`config.mk`:
```
export PLATFORM = sky130hd
export DESIGN_NAME = muldiv_seq_flat
export DESIGN_NICKNAME = d
export VERILOG_FILES = /design/src/rtl/muldiv_seq_pkg.sv /design/src/rtl/muldiv_seq_if.sv /design/src/rtl/muldiv_dp.sv /design/src/rtl/muldiv_seq.sv /design/src/flat_wrapper.sv
export SDC_FILE = /design/constraint.sdc
export NUM_CORES = 1
export LEC_CHECK = 0
export CAP_MARGIN = 20
export CORE_ASPECT_RATIO = 1.5
export CORE_UTILIZATION = 30
export CTS_CLUSTER_SIZE = 12
export DETAILED_ROUTE_END_ITERATION = 10
export PLACE_DENSITY_LB_ADDON = 0.1
export SETUP_SLACK_MARGIN = 0.15
export SLEW_MARGIN = 20
export SYNTH_ARGS = -nofsm -noshare
export SYNTH_HDL_FRONTEND = slang
export SYNTH_SLANG_ARGS = --single-unit
```
`constraint.sdc`:
```
create_clock -name clock -period 5.5 [get_ports clock]
set_input_delay 1.1 -clock clock [delete_from_list [all_inputs] [get_ports clock]]
set_output_delay 1.1 -clock clock [all_outputs]
set_load 0.01 [all_outputs]
```
`src/rtl/muldiv_seq_pkg.sv`:
```
// Shared encodings for the sequential MUL AB / DIV AB controller:
// SFR addresses, op codes and FSM states.
package muldiv_seq_pkg;

   localparam logic [7:0] SFR_ACC = 8'hE0;
   localparam logic [7:0] SFR_B   = 8'hF0;

   localparam logic MD_MUL = 1'b0;
   localparam logic MD_DIV = 1'b1;

   typedef enum logic [2:0] {
      ST_IDLE,
      ST_CALC,
      ST_WR_ACC,
      ST_WR_B,
      ST_DONE
   } md_state_t;

endpackage

```
`src/rtl/muldiv_seq_if.sv`:
```
// Decoder-side handshake plus SFR write port and PSW flag outputs of muldiv_seq.
interface muldiv_seq_if;
   logic       start;
   logic       op;
   logic [7:0] acc_in;
   logic [7:0] b_in;
   logic       busy;
   logic       done;
   logic       sfr_wr_en;
   logic       sfr_wr_bit_en;
   logic [7:0] sfr_addr;
   logic [7:0] sfr_data;
   logic       flag_wr;
   logic       ov_out;
   logic       cy_out;

   modport slave (
      input  start, op, acc_in, b_in,
      output busy, done, sfr_wr_en, sfr_wr_bit_en, sfr_addr, sfr_data,
             flag_wr, ov_out, cy_out
   );

   modport master (
      output start, op, acc_in, b_in,
      input  busy, done, sfr_wr_en, sfr_wr_bit_en, sfr_addr, sfr_data,
             flag_wr, ov_out, cy_out
   );
endinterface

```
`src/rtl/muldiv_dp.sv`:
```
// Iterative datapath: shift-add multiply and restoring divide, one bit per step.
module muldiv_dp
   import muldiv_seq_pkg::*;
(
   input  logic       clock,
   input  logic       reset,
   input  logic       load,
   input  logic       step,
   input  logic       op_div,
   input  logic [2:0] cnt,
   input  logic [7:0] a_in,
   input  logic [7:0] b_in,
   output logic [7:0] result_lo,
   output logic [7:0] result_hi,
   output logic       div0
);

   logic [7:0]  a_q;
   logic [7:0]  b_q;
   logic [15:0] prod_q;
   logic [8:0]  rem_q;

   logic [8:0]  rem_sh;
   logic        rem_ge;
   logic [8:0]  rem_nx;
   logic [15:0] addend;

   // For DIV the dividend register shifts left and collects quotient bits in its LSB.
   always_comb begin
      rem_sh = {rem_q[7:0], a_q[7]};
      rem_ge = (rem_sh >= {1'b0, b_q});
      rem_nx = rem_ge ? (rem_sh - {1'b0, b_q}) : rem_sh;
      addend = a_q[cnt] ? ({8'h00, b_q} << cnt) : '0;
   end

   always_ff @(posedge clock) begin
      if (reset) begin
         a_q    <= '0;
         b_q    <= '0;
         prod_q <= '0;
         rem_q  <= '0;
      end else if (load) begin
         a_q    <= a_in;
         b_q    <= b_in;
         prod_q <= '0;
         rem_q  <= '0;
      end else if (step) begin
         if (op_div == MD_DIV) begin
            a_q   <= {a_q[6:0], rem_ge};
            rem_q <= rem_nx;
         end else begin
            prod_q <= prod_q + addend;
         end
      end
   end

   always_comb begin
      result_lo = (op_div == MD_DIV) ? a_q        : prod_q[7:0];
      result_hi = (op_div == MD_DIV) ? rem_q[7:0] : prod_q[15:8];
      div0      = (op_div == MD_DIV) && (b_q == '0);
   end

endmodule

```
`src/rtl/muldiv_seq.sv`:
```
// MUL AB / DIV AB sequencer: 8 compute cycles, ACC then B SFR writes, then a
// done/flag_wr pulse carrying OV.
module muldiv_seq
   import muldiv_seq_pkg::*;
(
   input  logic        clock,
   input  logic        reset,
   muldiv_seq_if.slave bus
);

   md_state_t  state_q, state_d;
   logic [2:0] cnt_q;
   logic       op_q;
   logic       ov_q;

   logic       load;
   logic       step;
   logic [7:0] result_lo;
   logic [7:0] result_hi;
   logic       div0;

   muldiv_dp u_dp (
      .clock     (clock),
      .reset     (reset),
      .load      (load),
      .step      (step),
      .op_div    (op_q),
      .cnt       (cnt_q),
      .a_in      (bus.acc_in),
      .b_in      (bus.b_in),
      .result_lo (result_lo),
      .result_hi (result_hi),
      .div0      (div0)
   );

   always_ff @(posedge clock) begin
      if (reset) begin
         state_q <= ST_IDLE;
         cnt_q   <= '0;
         op_q    <= MD_MUL;
         ov_q    <= 1'b0;
      end else begin
         state_q <= state_d;
         if (load) begin
            op_q  <= bus.op;
            cnt_q <= '0;
         end else if (step) begin
            cnt_q <= cnt_q + 3'd1;
         end
         // Captured on leaving WR_B so it is valid during DONE and held afterwards.
         if (state_q == ST_WR_B)
            ov_q <= (op_q == MD_DIV) ? div0 : (result_hi != '0);
      end
   end

   always_comb begin
      state_d           = state_q;
      load              = 1'b0;
      step              = 1'b0;
      bus.busy          = (state_q != ST_IDLE);
      bus.done          = 1'b0;
      bus.flag_wr       = 1'b0;
      bus.sfr_wr_en     = 1'b0;
      bus.sfr_wr_bit_en = 1'b0;
      bus.sfr_addr      = '0;
      bus.sfr_data      = '0;
      bus.ov_out        = ov_q;
      bus.cy_out        = 1'b0;

      unique case (state_q)
         ST_IDLE: begin
            if (bus.start) begin
               load    = 1'b1;
               state_d = ST_CALC;
            end
         end
         ST_CALC: begin
            step = 1'b1;
            if (cnt_q == 3'd7)
               state_d = ST_WR_ACC;
         end
         ST_WR_ACC: begin
            bus.sfr_wr_en = !div0;
            bus.sfr_addr  = SFR_ACC;
            bus.sfr_data  = result_lo;
            state_d       = ST_WR_B;
         end
         ST_WR_B: begin
            bus.sfr_wr_en = !div0;
            bus.sfr_addr  = SFR_B;
            bus.sfr_data  = result_hi;
            state_d       = ST_DONE;
         end
         ST_DONE: begin
            bus.done    = 1'b1;
            bus.flag_wr = 1'b1;
            state_d     = ST_IDLE;
         end
         default: state_d = ST_IDLE;
      endcase
   end

endmodule
```
`src/flat_wrapper.sv`:
```
// flat-port wrapper written by rule: the top's interface ports become plain ports
module muldiv_seq_flat import muldiv_seq_pkg::*;
  (clock, reset, bus_start, bus_op, bus_acc_in, bus_b_in, bus_busy, bus_done, bus_sfr_wr_en, bus_sfr_wr_bit_en, bus_sfr_addr, bus_sfr_data, bus_flag_wr, bus_ov_out, bus_cy_out);
  muldiv_seq_if bus_i ();
  input  logic clock;
  input  logic reset;
  input wire logic [$bits(bus_i.start)-1:0] bus_start;
  input wire logic [$bits(bus_i.op)-1:0] bus_op;
  input wire logic [$bits(bus_i.acc_in)-1:0] bus_acc_in;
  input wire logic [$bits(bus_i.b_in)-1:0] bus_b_in;
  output wire logic [$bits(bus_i.busy)-1:0] bus_busy;
  output wire logic [$bits(bus_i.done)-1:0] bus_done;
  output wire logic [$bits(bus_i.sfr_wr_en)-1:0] bus_sfr_wr_en;
  output wire logic [$bits(bus_i.sfr_wr_bit_en)-1:0] bus_sfr_wr_bit_en;
  output wire logic [$bits(bus_i.sfr_addr)-1:0] bus_sfr_addr;
  output wire logic [$bits(bus_i.sfr_data)-1:0] bus_sfr_data;
  output wire logic [$bits(bus_i.flag_wr)-1:0] bus_flag_wr;
  output wire logic [$bits(bus_i.ov_out)-1:0] bus_ov_out;
  output wire logic [$bits(bus_i.cy_out)-1:0] bus_cy_out;
  assign bus_i.start = bus_start;
  assign bus_i.op = bus_op;
  assign bus_i.acc_in = bus_acc_in;
  assign bus_i.b_in = bus_b_in;
  assign bus_busy = bus_i.busy;
  assign bus_done = bus_i.done;
  assign bus_sfr_wr_en = bus_i.sfr_wr_en;
  assign bus_sfr_wr_bit_en = bus_i.sfr_wr_bit_en;
  assign bus_sfr_addr = bus_i.sfr_addr;
  assign bus_sfr_data = bus_i.sfr_data;
  assign bus_flag_wr = bus_i.flag_wr;
  assign bus_ov_out = bus_i.ov_out;
  assign bus_cy_out = bus_i.cy_out;
  muldiv_seq u_core (.clock(clock), .reset(reset), .bus(bus_i));
endmodule
```
==> impl_metrics.json <==
{
  "run_status": "complete, no violations",
  "cts_resized": 0,
  "clock-sinks": 48,
  "synthArstFlopShare_pct": 0,
  "layout.nets": 534,
  "cts_buffer_depth": 2,
  "gp_congestion": 0.863,
  "critPathCaptureType": "register",
  "syn_area_um2": 3690,
  "core_um2": 12000,
  "port_buffers": 36,
  "period_share_pct": 65.6,
  "clock_latency_ps": 300,
  "whs_path_depth": 2,
  "syn_inst": 470,
  "stdcell_count": 641,
  "cts_setup_buffers": 0,
  "ys.flop_type": "dfxtp_1",
  "path_delay_family": "compound AO/OA/AOI/OAI gates",
  "synth_edf_count": 0,
  "power_density_nw_per_um2": 219,
  "setup_violations": 0,
  "irDropWorstVdd_mv": 0.105,
  "wl_mm": 11.4,
  "tritoncts": "done",
  "final_core_util_pct": 35.3,
  "rsz0062_at_grt": "no",
  "cp_data_required_time_ps": 5700,
  "slew_violations": 0,
  "yosys.cell_types.count": 54,
  "initial_core_util_pct": 30.7,
  "place_area_um2": 4070,
  "rows": 49,
  "ys_ff_latch": 48,
  "hold-worst-slack_ps": 499,
  "clk_pin_slew_ps": 70,
  "ff2ff_path_depth": 12,
  "areaGrowthSynthToFinish_pct": 14.9,
  "post-route-min-period_ps": 3610,
  "drt_iter0_markers": 144,
  "dr.pass1.iters": 4,
  "diodes": 0,
  "drive_above_1_share_pct": 7.99,
  "worst_pin_slew_ps": 1050,
  "drc_errors": 0,
  "layout_setup_ws_ps": 1890,
  "ioPinCount": 43,
  "cts-hold-fix-buffers": 0,
  "leakage_nw": 1.60,
  "dp_hpwl_mm": 8.78,
  "cp-start-kind": "register",
  "crit_chain": "mux4_2 > nand2_1 > nor2_1 > ha_1 > fa_1 > a21oi_1 > nor2_1 > o211ai_1 > a21oi_1 > a211oi_1 > mux2i_1 > nand2_1",
  "fmax_mhz": 277,
  "die_area_um2": 12800,
  "yosysWarnings": 0,
  "cp.depth": 12,
  "numCtsBuffers": 5,
  "cp.arrival_ps": 3800,
  "grt_pass1_vias": 3347,
  "wl_per_cell_um": 17.8,
  "critical_path_class": "reg -> reg",
  "cts-root-buf": "clkbuf_16",
  "post-place-ws_ps": 1910,
  "grt_pass1_wl_mm": 17.9,
  "tns_ps": 0,
  "syn_area_per_cell_um2": 7.86,
  "power_uw": 931,
  "final_antenna_net_count": 0,
  "postLayoutCellArea_um2": 4240,
  "grt_max_degree": 24,
  "via_per_inst": 5.20,
  "htreeDepth": 2,
  "hold_class": "reg -> reg",
  "cp_slowest_stage_delay_ps": 800,
  "slew_headroom_pct": 29.6,
  "hold_viol_final": 0,
  "track_usage_pct": 18.6,
  "ys_seq_area_share_pct": 26.0,
  "antenna_found_initial": 0,
  "cp_num_buf_inv": 0,
  "die_x_um": 92.6,
  "cap_violations": 0,
  "cp_slowest_cell": "dfxtp_1",
  "overflow": 0,
  "die_h_um": 138,
  "clock-skew-final_ps": 3.40,
  "dp.cells": 633,
  "vias": 3333,
  "worstPathMaxFanout": 19
}
[power breakdown]
group	total (mW)	internal (mW)	switching, mW	leakage (nW)
clock network	0.370	0.217	0.153	0.0804
logic	0.174	0.0756	0.0982	1.13
registers	0.387	0.359	0.0275	0.390
total	0.931	0.652	0.279	1.60
[worst register-to-register path: cells and delay by family (launching register included)]
family                   cells  cell delay, ps
AO/OA/AOI/OAI                4             850
AND/OR/NAND/NOR              4             410
flip-flops                   1             800
adder cells (fa/ha/maj)      2             630
multiplexers                 2             830
[path summary, 6_finish.rpt]
kind	start	to	slack [ps]
max	u_core.cnt_q[0]	u_core.u_dp.prod_q[14]	1890
min	u_core.bus.ov_out	u_core.bus.ov_out	500
max reg2reg	u_core.cnt_q[0]	u_core.u_dp.prod_q[14]	1890
min reg2reg	u_core.bus.ov_out	u_core.bus.ov_out	500
[layout make-up]
| type | count | area [µm²] |
|---|---|---|
| Tap cell | 153 | 191 |
| Multi-Input combinational cell | 381 | 2500 |
| Sequential cell | 48 | 961 |
| Inverter | 13 | 48.8 |
| Clock buffer | 5 | 125 |
| Fill cell | 1302 | 7770 |
| Timing Repair Buffer | 38 | 375 |
| Clock inverter | 3 | 46.3 |
[flip-flops by register name, summed over array words and instances, names as in the netlist]
register and count:
u_core.u_dp.prod_q 16, u_core.u_dp.a_q 8, u_core.u_dp.b_q 8, u_core.u_dp.rem_q 8
u_core.cnt_q 3, u_core.state_q 3, u_core.bus.ov_out 1, u_core.op_q 1
[logic make-up after synthesis]
family / Yosys count / share of synthesized area (%)
other cells: 1 / 0.101
mux: 29 / 8.87
fa+ha+maj: 27 / 9.55
flops: 48 / 26.0
simple gates: 178 / 22.5
xor+xnor: 16 / 3.79
compound gates: 125 / 22.2
buf+inv: 46 / 6.94
[placed cells by master (no fill, tap or decap), types with 7 or more instances in the layout]
cell type         n
nand2_1          70
o21ai_1           9
a21oi_1          42
clkdlybuf4s50_1  36
a21oi_2           9
a21o_1           12
nor3_1            7
inv_1            13
o21ai_0          13
nor2_1           42
dfxtp_1          48
nand3_1          16
o22ai_1           8
mux2i_1          26
xnor2_1          12
a211oi_1          8
nor2b_1          10
ha_1             25
[cell usage after synthesis (6+ instances only)]
master    instances  share of area (%)
a211oi_1          8                1.6
nor2b_1          10                1.7
a21oi_1          42                5.7
o21ai_1           9                1.2
o21ai_0          13                1.8
mux2i_1          26                7.0
nand2_1          70                7.1
clkbuf_1          6               0.61
a21oi_2           9                2.1
a22oi_1           6                1.2
a21o_1           12                2.4
nor2_1           42                4.3
nand3_1          16                2.2
ha_1             25                8.5
buf_4            13                2.6
dfxtp_1          48                 26
buf_2            10                1.4
o22ai_1           8                1.4
inv_1            13                1.3
xnor2_1          12                2.8
nor3_1            7               0.95
[layer usage]
layer	routed length, µm	track usage (%)	up-vias
li1	-	-	1672
met4	389	8.21	0
met2	5730	33.1	72
met3	395	2.85	24
met1	4890	22.0	1565
met5	0	0	-
(Power assumes the default switching activity.)
==> patch, RTL diff (config.mk and constraints unchanged) <==
Make the reset (`reset`) asynchronous in 2 clocked blocks.
--- a/src/rtl/muldiv_dp.sv
+++ b/src/rtl/muldiv_dp.sv
@@ -35,3 +35,3 @@
 
-   always_ff @(posedge clock) begin
+   always_ff @(posedge clock or posedge reset) begin
       if (reset) begin
--- a/src/rtl/muldiv_seq.sv
+++ b/src/rtl/muldiv_seq.sv
@@ -35,3 +35,3 @@
 
-   always_ff @(posedge clock) begin
+   always_ff @(posedge clock or posedge reset) begin
       if (reset) begin
Check against the original RTL: differs if reset is asserted again (counterexample within 4 cycles, from zero or initial values and one cycle with reset high); with reset held inactive, the same outputs for 10 cycles.
==> patch against the original RTL <==
  * Area after synthesis is 6.2% higher
  * Cell area up 6.8%
  * Critical path depth is 1 lower
  * Die area grew 6.1%
  * Cell count fell by 3.9%
  * Hold slack better by 0.036 ns
  * Sequential cell count did not move
  * Setup slack gained 0.032 ns
  * Wire length up 2.2%
  * Highest routed layer unchanged
Power is not compared: it rests on default switching activity, and its combinational part moved more than twofold at a synthesized area within 25%.
==> patch: results (changes against the original RTL) <==
status: finished clean
CTS max path bufs: 2 (unchanged)
layout cells sized above 1: 8.70% (+0.70 points)
async set-reset flop share out of synthesis: 100% (+100 points)
Min-Delay Path Depth: 2 (unchanged)
ant diodes: 0 (unchanged)
post-placement cell area: 4360 µm² (+7.0%)
R2R Setup Slk: 1.93 ns (+0.03 ns)
global placer's final weighted congestion: 0.843 (-2.3%)
P_clk: 379 µW
reg2reg end: u_core.u_dp.prod_q[14]
post-synth cell types: 65 (+20%)
first-pass GRT wire length: 18800 µm (+5.0%)
Tot GR Track Use: 18.7% (+0.090 points)
slowest cell on the critical path: dfrtp_1
cts repair resizes: 0 (unchanged)
worst endpoint data arrival time: 3.77 ns (-0.03 ns)
post-DR wirelength/cell: 18.9 µm (+6.3%)
CTS Root Cell: clkbuf_16
Detailed Route Iter0 Violations: 170 (+18%)
worst vdd ir: 0.233 mV
Post-synth top cells: nand2_1, dfrtp_1, nor2_1
Switching Share: 48.3%
setup bufs post-CTS: 0 (unchanged)
CP peak stage delay: 0.77 ns (-0.03 ns)
register bank with the most flops: u_core.u_dp.prod_q
Synth area leaders: dfrtp_1, ha_1, mux4_2
Worst Hold Slack: 0.536 ns (+0.0365 ns)
placed cell count: 608 (-3.9%)
worst r2r src: u_core.cnt_q[1]
mean post-synth cell area: 8.96 µm² (+14%)
nets: 506 (-5.2%)
DP HPWL: 9060 µm (+3.1%)
CP endpoint kind: register
CP Launch Type: register
largest net degree at the start of global routing: 49 (+100%)
clock slew at reported path FFs: 0.07 ns (about the same)
clk_skew: 0.00547 ns (+0.00207 ns)
drt pass-1 iters: 4 (unchanged)
final wirelength: 11700 µm (+2.2%)
vias: 3326 (-0.21%)
sequential fraction of the synthesis area: 30.6% (+4.6 points)
number of global-route vias before repair: 3397 (+1.5%)
hold wc startpoint: u_core.bus.ov_out
Max H-tree Level: 2 (unchanged)
Hold Path End: u_core.bus.ov_out
Slew headroom: 36.9% (+7.3 points)
Worst-Skew Late Latency: 0.30 ns (about the same)
Critical Path Fanout Max: 20 (+1)
number of hold buffers added after CTS: 0 (unchanged)
Worst R2R Path Depth: 11 (-1)
==> patch: changes by cell type after synthesis, sizes merged, moves of 8 or more <==
cell,delta
nand3,-10
a21oi,-26
dfrtp,+48
and2,+8
nor2,-13
o21ai,+21
buf,-9
nand2,-12
dfxtp,-48
==> patch: cell type report <==
type	instances	area, µm²
clock buffer	6	139
timing repair buffer	38	375
inverter	17	63.8
fill	1305	8100
sequential	48	1200
multi-input combinational	349	2520
tap	156	195
clock inverter	2	38.8
==> patch: layer usage <==
layer / global-route usage [%] / vias up / share of wire (%)
li1: - / 1606 / -
met1: 21.8 / 1637 / 40
met2: 34.0 / 61 / 55
met3: 2.03 / 22 / 2.6
met4: 7.46 / 0 / 3.0
met5: 0 / - / 0
==> patch: cells by family after synthesis <==
logic type / count (synthesis) / share of synthesized area (%)
AOI/OAI and AO/OA: 120 / 21.1
adders and majority gates: 27 / 8.99
muxes: 35 / 12.2
xor gates and xnor gates: 12 / 2.68
DFF: 48 / 30.6
and+or+nand+nor: 149 / 18.7
other: 1 / 0.0956
buffers and inverters: 46 / 5.61
==> patch: metrics by stage <==
stage               util [%]  setup slack [ns]  power, mW
detailed placement      34.5              1.94       2.50
CTS                     35.9              1.95       2.88
global route            35.9              1.66       3.11
finish                  35.9              1.93       2.86
global placement        34.5              2.03       2.47
floorplan                  -              2.46       2.03
==> patch: worst reg2reg max path, stage by stage, from the launching register on <==
cell and delay [ns]:
dfrtp_1 0.77, mux4_2 0.58, nand2_1 0.15, and2_1 0.28, a211oi_1 0.08, ha_1 0.45
o21a_1 0.17, o21ai_1 0.07, a31oi_2 0.26, o2111ai_1 0.22, and3b_1 0.24, o31ai_1 0.21
